### config.mk
export PLATFORM = sky130hd
export DESIGN_NAME = register_file_read_unit
export DESIGN_NICKNAME = d
export VERILOG_FILES = /design/src/rtl/register_file_read_unit.sv
export SDC_FILE = /design/constraint.sdc
export NUM_CORES = 1
export LEC_CHECK = 0
export BUFFER_PORTS_ARGS = -buffer_cell sky130_fd_sc_hd__buf_2
export CELL_PAD_IN_SITES_DETAIL_PLACEMENT = 1
export CELL_PAD_IN_SITES_GLOBAL_PLACEMENT = 1
export CORE_AREA = 5 5 133 135
export CTS_CLUSTER_DIAMETER = 60
export DETAILED_ROUTE_END_ITERATION = 10
export DIE_AREA = 0 0 138 140
export GPL_TIMING_DRIVEN = 0
export PLACE_DENSITY_LB_ADDON = 0.1
export SYNTH_ARGS = -nofsm -noshare
export SYNTH_HDL_FRONTEND = slang
export SYNTH_SLANG_ARGS = --single-unit
### constraint.sdc
create_clock -name i_clk -period 5.2 [get_ports i_clk]
set_input_delay 1.04 -clock i_clk [delete_from_list [all_inputs] [get_ports i_clk]]
set_output_delay 1.04 -clock i_clk [all_outputs]
set_load 0.03 [all_outputs]
### src/rtl/register_file_read_unit.sv
`default_nettype none
// ============================================================================
// Module      : register_file_read_unit
// Description : Register storage with two registered read ports, same-cycle
//               write-to-read bypass and a per-register pending scoreboard
//               that stalls reads of registers still awaiting writeback.
// Revision    : 1.0 - initial release
// ============================================================================

module register_file_read_unit #(
    parameter int DATA_W = 16,
    parameter int ADDR_W = 3
) (
    input  logic              i_clk,
    input  logic              i_rst_n,
    input  logic              i_rfw,
    input  logic [ADDR_W-1:0] i_wa,
    input  logic [DATA_W-1:0] i_wd,
    input  logic              i_re,
    input  logic [ADDR_W-1:0] i_ra1,
    input  logic [ADDR_W-1:0] i_ra2,
    output logic [DATA_W-1:0] o_rd1,
    output logic [DATA_W-1:0] o_rd2,
    output logic              o_rvalid,
    input  logic              i_issue,
    input  logic [ADDR_W-1:0] i_issue_dst,
    output logic              o_stall
);

    localparam int c_NREG = 1 << ADDR_W;

    logic [DATA_W-1:0] r_regs [c_NREG];
    logic [c_NREG-1:0] r_pending;
    logic [DATA_W-1:0] r_rd1;
    logic [DATA_W-1:0] r_rd2;
    logic              r_rvalid;

    logic [c_NREG-1:0] w_wr_sel;
    logic [c_NREG-1:0] w_iss_sel;
    logic              w_byp1;
    logic              w_byp2;
    logic              w_hit1;
    logic              w_hit2;
    logic              w_stall;
    logic              w_accept;
    logic [DATA_W-1:0] w_rdata1;
    logic [DATA_W-1:0] w_rdata2;

    // One-hot decode of the write and issue addresses.
    generate
        for (genvar gi = 0; gi < c_NREG; gi++) begin : g_dec
            localparam logic [ADDR_W-1:0] c_IDX = ADDR_W'(gi);
            assign w_wr_sel[gi]  = i_rfw   && (i_wa        == c_IDX);
            assign w_iss_sel[gi] = i_issue && (i_issue_dst == c_IDX);
        end
    endgenerate

    always_ff @(posedge i_clk or negedge i_rst_n) begin
        if (!i_rst_n) begin
            for (int i = 0; i < c_NREG; i++) begin
                r_regs[i] <= '0;
            end
        end else begin
            for (int i = 0; i < c_NREG; i++) begin
                if (w_wr_sel[i]) begin
                    r_regs[i] <= i_wd;
                end
            end
        end
    end

    // A same-edge issue overrides the writeback clear: a new producer is in flight.
    always_ff @(posedge i_clk or negedge i_rst_n) begin
        if (!i_rst_n) begin
            r_pending <= '0;
        end else begin
            r_pending <= (r_pending & ~w_wr_sel) | w_iss_sel;
        end
    end

    assign w_byp1   = i_rfw && (i_wa == i_ra1);
    assign w_byp2   = i_rfw && (i_wa == i_ra2);
    assign w_rdata1 = w_byp1 ? i_wd : r_regs[i_ra1];
    assign w_rdata2 = w_byp2 ? i_wd : r_regs[i_ra2];

    // A writeback landing this cycle satisfies the hazard through the bypass.
    assign w_hit1   = r_pending[i_ra1] && !w_byp1;
    assign w_hit2   = r_pending[i_ra2] && !w_byp2;
    assign w_stall  = i_re && (w_hit1 || w_hit2);
    assign w_accept = i_re && !w_stall;

    always_ff @(posedge i_clk or negedge i_rst_n) begin
        if (!i_rst_n) begin
            r_rd1    <= '0;
            r_rd2    <= '0;
            r_rvalid <= 1'b0;
        end else begin
            r_rvalid <= w_accept;
            if (w_accept) begin
                r_rd1 <= w_rdata1;
                r_rd2 <= w_rdata2;
            end
        end
    end

    assign o_rd1    = r_rd1;
    assign o_rd2    = r_rd2;
    assign o_rvalid = r_rvalid;
    assign o_stall  = w_stall;

endmodule

`default_nettype wire

* After elaboration in Yosys (flattened, before gate mapping)
Cells that the tools add are included.
** Operators by class
- Mux-type cells :: 12
- Equal/unequal tests :: 16
- Bitwise operators :: 5
- Reduce and logical (&&, ||, !) cells :: 28
- Magnitude comparators :: 4
** Operators by type and width (count)
- $bmux 16 s3 :: 2
- $mux 16 :: 6
- $eq 3x3->1 const B :: 8
- $logic_and 1x1->1 :: 22
- $eq 3x2->1 const B :: 4
- $and 8x8->8 :: 1
- $ge 4x4->1 const B :: 2
- $lt 3x4->1 const B :: 2
- $not 3->4 :: 2
- $not 8->8 :: 1
- $or 8x8->8 :: 1
- $bmux 1 s3 :: 2
- $eq 3x1->1 const B :: 2
- $eq 3x3->1 :: 2
- $logic_not 3->1 :: 2
- $logic_not 1->1 :: 3
- $mux 1 :: 2
- $logic_or 1x1->1 :: 1
** Storage, ports and cells
- Input port bits :: 33
- Output and inout port bits :: 34
- Flip-flop bits (word level) :: 169
- Logic and storage cells :: 77

* Longest topological paths before layout
- Depth in word-level cells :: 8
- Mapped depth :: 6
- Mapped depth without buffers :: 4

* Least setup slack after synthesis
No wires, ideal clock.
- Path kind :: input -> output
- Start :: input i_ra2[0]
- End :: output o_stall
- Path slack :: 1.615 ns
- Cell stages on the path :: 6
- Required time :: 4.160 ns
- Buffers on the path :: 2
- Arrival :: 2.545 ns
- Cells stage by stage :: buf_4 mux4_2 mux2_2 a22oi_2 buf_2 nor2_1
** Between the ends
- Longest elaborated chain between the ends :: 6
- Elaborated cells between the ends (all ways) :: 8
- Those cells by class :: 1 x eq/ne; 2 x mux; 5 x reduce/logical
** Ends and longest elaborated chain
- start, declared :: line 21 : input logic [ADDR_W-1:0] i_ra2,
- parallel branches: the longest is 3 deep, another holds $bmux 1 s3
- $logic_and 1x1->1 (*) :: line 88 : assign w_hit2 = r_pending[i_ra2] && !w_byp2;
- $logic_or 1x1->1 (*) :: line 89 : assign w_stall = i_re && (w_hit1 || w_hit2);
- $logic_and 1x1->1 (*) :: line 89
- end, declared :: line 27 : output logic o_stall
Mark *: on every way between the ends. The select of a mux whose other input is x is not followed.

* Worst setup path in the final report
- Start :: input i_ra2[2]
- End :: output o_stall
The elaborated chain is that of the path after synthesis.

==> flow_summary.html <==
<table>
<tr><th>Metric</th><th>Value</th></tr>
<tr><th colspan="2">Outcome</th></tr>
<tr><td>Result of the run</td><td>finished, final reports clean</td></tr>
<tr><th colspan="2">Worst setup path</th></tr>
<tr><td>Required @ worst endpoint</td><td>4.16 ns</td></tr>
<tr><td>Critical Path Start Type</td><td>primary input</td></tr>
<tr><td>Kind of critical path</td><td>in2out</td></tr>
<tr><td>Kind of cell with the highest combined delay on the critical path</td><td>buffers and inverters</td></tr>
<tr><td>Slowest-stage cell, CP</td><td>sky130_fd_sc_hd__clkbuf_1</td></tr>
<tr><td>Worst setup EP type</td><td>primary output</td></tr>
<tr><td>Number of buffer and inverter stages on the critical path</td><td>3</td></tr>
<tr><td>CP max stage delay</td><td>0.59 ns</td></tr>
<tr><td>Data arrival time at the worst-slack endpoint</td><td>3.26 ns</td></tr>
<tr><td>Most common cell on crit path</td><td>sky130_fd_sc_hd__buf_2</td></tr>
<tr><td>Cell Chain, Critical Path</td><td>clkbuf_1 &gt; xnor2_1 &gt; nand4_1 &gt; a22oi_2 &gt; buf_2 &gt; nor2_1 &gt; buf_2</td></tr>
<tr><td>Largest fanout of any net on the critical path</td><td>10</td></tr>
<tr><th colspan="2">CTS</th></tr>
<tr><td>Clock input transition at the sequential cells of the worst setup and hold paths</td><td>0.07 ns</td></tr>
<tr><td>Post-CTS Setup Inserts</td><td>0</td></tr>
<tr><td>Number of buffers inserted by hold repair at cts</td><td>0</td></tr>
<tr><td>Resized cells post-CTS</td><td>0</td></tr>
<tr><td>H-Tree Level Count</td><td>4</td></tr>
<tr><td>Clock Latency Late Sink</td><td>0.43 ns</td></tr>
<tr><td>Maximum buffer depth of the clock tree</td><td>2</td></tr>
<tr><td>Cts bufs inserted</td><td>17</td></tr>
<tr><td>Number of sinks driven by the clock tree</td><td>169</td></tr>
<tr><td>Clock root cell</td><td>sky130_fd_sc_hd__clkbuf_16</td></tr>
<tr><td>Clock tree from TritonCTS</td><td>yes</td></tr>
<tr><th colspan="2">Global routing</th></tr>
<tr><td>Global-route usage over all layers</td><td>27.85%</td></tr>
<tr><td>Pin count of the biggest net entering global routing</td><td>107</td></tr>
<tr><td>Via count of the first global-routing pass</td><td>6623</td></tr>
<tr><td>First-pass GRT wire length</td><td>40780 um</td></tr>
<tr><td>Number of antenna violations at the first check in global routing</td><td>0</td></tr>
<tr><td>Grt ovf</td><td>0</td></tr>
<tr><th colspan="2">Synth</th></tr>
<tr><td>Area of the mapped netlist</td><td>0.008800 sq mm</td></tr>
<tr><td>Most used DFF post-synth</td><td>sky130_fd_sc_hd__dfrtp_1</td></tr>
<tr><td>Area fraction of the dominant cell type after synthesis</td><td>48.06%</td></tr>
<tr><td>Post-synth top area cell</td><td>sky130_fd_sc_hd__dfrtp_1</td></tr>
<tr><td>Synth Register Bits</td><td>169</td></tr>
<tr><td>Post-synthesis area per instance</td><td>14.59 sq um</td></tr>
<tr><td>Share of synthesized area occupied by flip-flops and latches</td><td>48.06%</td></tr>
<tr><td>Most area-consuming cells after synthesis</td><td>sky130_fd_sc_hd__dfrtp_1 (48%), sky130_fd_sc_hd__mux4_2 (17%), sky130_fd_sc_hd__mux2_2 (17%)</td></tr>
<tr><td>Unique masters post-synth</td><td>27</td></tr>
<tr><td>Library cell with the highest instance count after synthesis</td><td>sky130_fd_sc_hd__dfrtp_1</td></tr>
<tr><td>Number of synthesized flops with an enable pin</td><td>0</td></tr>
<tr><td>Async set or reset register ratio after synthesis</td><td>100.0%</td></tr>
<tr><td>Cell types with the highest counts after synthesis</td><td>sky130_fd_sc_hd__dfrtp_1 (169), sky130_fd_sc_hd__mux2_2 (130), sky130_fd_sc_hd__mux4_2 (68), sky130_fd_sc_hd__nand2_1 (39)</td></tr>
<tr><td>Synthesized net count</td><td>636</td></tr>
<tr><td>Yosys warnings</td><td>0</td></tr>
<tr><td>Post-synthesis cell count</td><td>603</td></tr>
<tr><th colspan="2">Floorplanning</th></tr>
<tr><td>Chip Width</td><td>138 um</td></tr>
<tr><td>Floorplan core area</td><td>0.01635 sq mm</td></tr>
<tr><td>Ports placed on the boundary</td><td>67</td></tr>
<tr><td>Starting density of the core</td><td>53.83%</td></tr>
<tr><td>Number of rows created at floorplan</td><td>47</td></tr>
<tr><td>Die Area</td><td>0.01932 sq mm</td></tr>
<tr><td>Die extent in y</td><td>140 um</td></tr>
<tr><th colspan="2">Timing</th></tr>
<tr><td>Final worst slack</td><td>0.8986 ns</td></tr>
<tr><td>Timing-limited maximum frequency</td><td>232.5 MHz</td></tr>
<tr><td>Post-route clock period utilization</td><td>82.72%</td></tr>
<tr><td>Setup-failing EPs final</td><td>0</td></tr>
<tr><td>Max-slew headroom at the worst pin</td><td>32.21%</td></tr>
<tr><td>Unrepaired setup endpoints after global routing</td><td>no</td></tr>
<tr><td>Max Slew Vio Count</td><td>0</td></tr>
<tr><td>Slew @ Worst Pin</td><td>1.017 ns</td></tr>
<tr><td>Final-layout setup total negative slack</td><td>0 ns</td></tr>
<tr><td>Final hold violations</td><td>0</td></tr>
<tr><td>Minimum clock period</td><td>4.301 ns</td></tr>
<tr><td>Final Skew</td><td>0.008889 ns</td></tr>
<tr><th colspan="2">Placed design</th></tr>
<tr><td>Total of buffers placed on input and output ports</td><td>39</td></tr>
<tr><td>Routability Congestion</td><td>0.8169</td></tr>
<tr><td>Setup WS pre-CTS</td><td>0.9213 ns</td></tr>
<tr><td>Post-detailed-placement half-perimeter wirelength</td><td>17060 um</td></tr>
<tr><th colspan="2">Routing</th></tr>
<tr><td>Detailed Route Iter0 Violations</td><td>496</td></tr>
<tr><td>Drt pass-1 iters</td><td>6</td></tr>
<tr><td>Total Wirelength</td><td>26220 um</td></tr>
<tr><td>DRC violation count after routing</td><td>0</td></tr>
<tr><td>Post-detailed-route wirelength per cell</td><td>29.26 um</td></tr>
<tr><td>Total number of vias</td><td>5958</td></tr>
<tr><td>DRT antenna net count</td><td>0</td></tr>
<tr><td>Vias per cell</td><td>6.650</td></tr>
<tr><th colspan="2">Run</th></tr>
<tr><td>Reported max-cap violation count</td><td>0</td></tr>
<tr><th colspan="2">Power and ir drop</th></tr>
<tr><td>Total Power</td><td>4646 uW</td></tr>
<tr><td>LEAKAGE</td><td>0.004217 uW</td></tr>
<tr><td>Worst ir drop on vdd</td><td>0.2643 mV</td></tr>
<tr><td>Total power divided by cell area</td><td>467.6 mW/mm^2</td></tr>
<tr><th colspan="2">Cells and area</th></tr>
<tr><td>Fillers</td><td>1577</td></tr>
<tr><td>Net count, final</td><td>696</td></tr>
<tr><td>P&amp;R area growth vs syn</td><td>12.91%</td></tr>
<tr><td>Utilization after layout</td><td>60.78%</td></tr>
<tr><td>Number of diodes</td><td>0</td></tr>
<tr><td>Layout cells sized above 1</td><td>43.05%</td></tr>
<tr><th colspan="2">Min path</th></tr>
<tr><td>Type of the tightest min-delay check</td><td>reg2reg</td></tr>
</table>
==> logic make-up after synthesis <==
family	after synthesis	synth area share, %
buffers and inverters	70	3.512
muxes	230	37.68
DFF	169	48.06
and+or+nand+nor	54	2.957
AOI/OAI and AO/OA	74	7.195
xor gates and xnor gates	6	0.5972
==> per-stage QoR <==
| stage | cells | area [sq um] | hold slack (ns) |
|---|---|---|---|
| global placement | 862 | 9270 | 0.4693 |
| finish | 896 | 9936 | 0.4883 |
| floorplan | 603 | 8800 | 0.4609 |
| CTS | 896 | 9936 | 0.4911 |
| global route | 896 | 9936 | 0.5061 |
| detailed placement | 864 | 9324 | 0.4762 |
==> path summary, 6_finish.rpt <==
check	from	end	slack, ns	depth (start not counted)
min in group asynchronous	i_rst_n	r_regs[16]	0.54	1
hold reg to reg	o_rd1[3]	o_rd1[3]	0.49	1
setup reg to reg	r_pending[7]	o_rd2[14]	2.98	5
max in group asynchronous	i_rst_n	o_rd2[5]	3.74	2
hold / removal	o_rd1[3]	o_rd1[3]	0.49	1
setup / recovery	i_ra2[2]	o_stall	0.90	7
==> per-layer routing <==
| metal | global-route usage (%) | vias to the layer above | routed length (um) |
|---|---|---|---|
| met5 | 0 | - | 0 |
| met4 | 10.04 | 0 | 716 |
| met3 | 6.033 | 67 | 1419 |
| met2 | 48.07 | 235 | 13500 |
| met1 | 34.83 | 3209 | 10580 |
| li1 | - | 2447 | - |
==> final cells by class <==
| type | instances | area, sq um | share of cell area [%] |
|---|---|---|---|
| buffer | 64 | 286.5 | 2.884 |
| multi-input combinational | 364 | 4267 | 42.94 |
| timing repair buffer | 41 | 244.0 | 2.456 |
| clock inverter | 13 | 168.9 | 1.700 |
| tap | 220 | 275.3 | 2.770 |
| inverter | 6 | 22.52 | 0.2267 |
| sequential | 169 | 4229 | 42.56 |
| clock buffer | 19 | 442.9 | 4.458 |
==> flip-flops by register name (all words and copies together) (netlist names) <==
name / count
o_rvalid: 1
r_regs: 128
o_rd2: 16
o_rd1: 16
r_pending: 8
==> placed cells by master, fill, tap and decap left out, drive strengths merged, types with 6 or more instances in the layout <==
master and n:
mux2 130, a32o 32, nand2 39, o21a 32
clkbuf 51, inv 9, mux2i 32, dfrtp 169
buf 73, xnor2 6, mux4 68
==> worst reg2reg max path, stage by stage (launching register included) <==
cell                      delay [ns]
sky130_fd_sc_hd__dfrtp_1        0.40
sky130_fd_sc_hd__mux4_2         0.47
sky130_fd_sc_hd__mux2_2         0.31
sky130_fd_sc_hd__a221o_1        0.49
sky130_fd_sc_hd__buf_6          0.22
sky130_fd_sc_hd__a32o_1         0.22
==> power breakdown <==
group	internal, uW	switching (uW)
Clock	775	567
Combinational	647	715
Sequential	1670	271
Note: power is estimated with default switching activity, not from simulation.
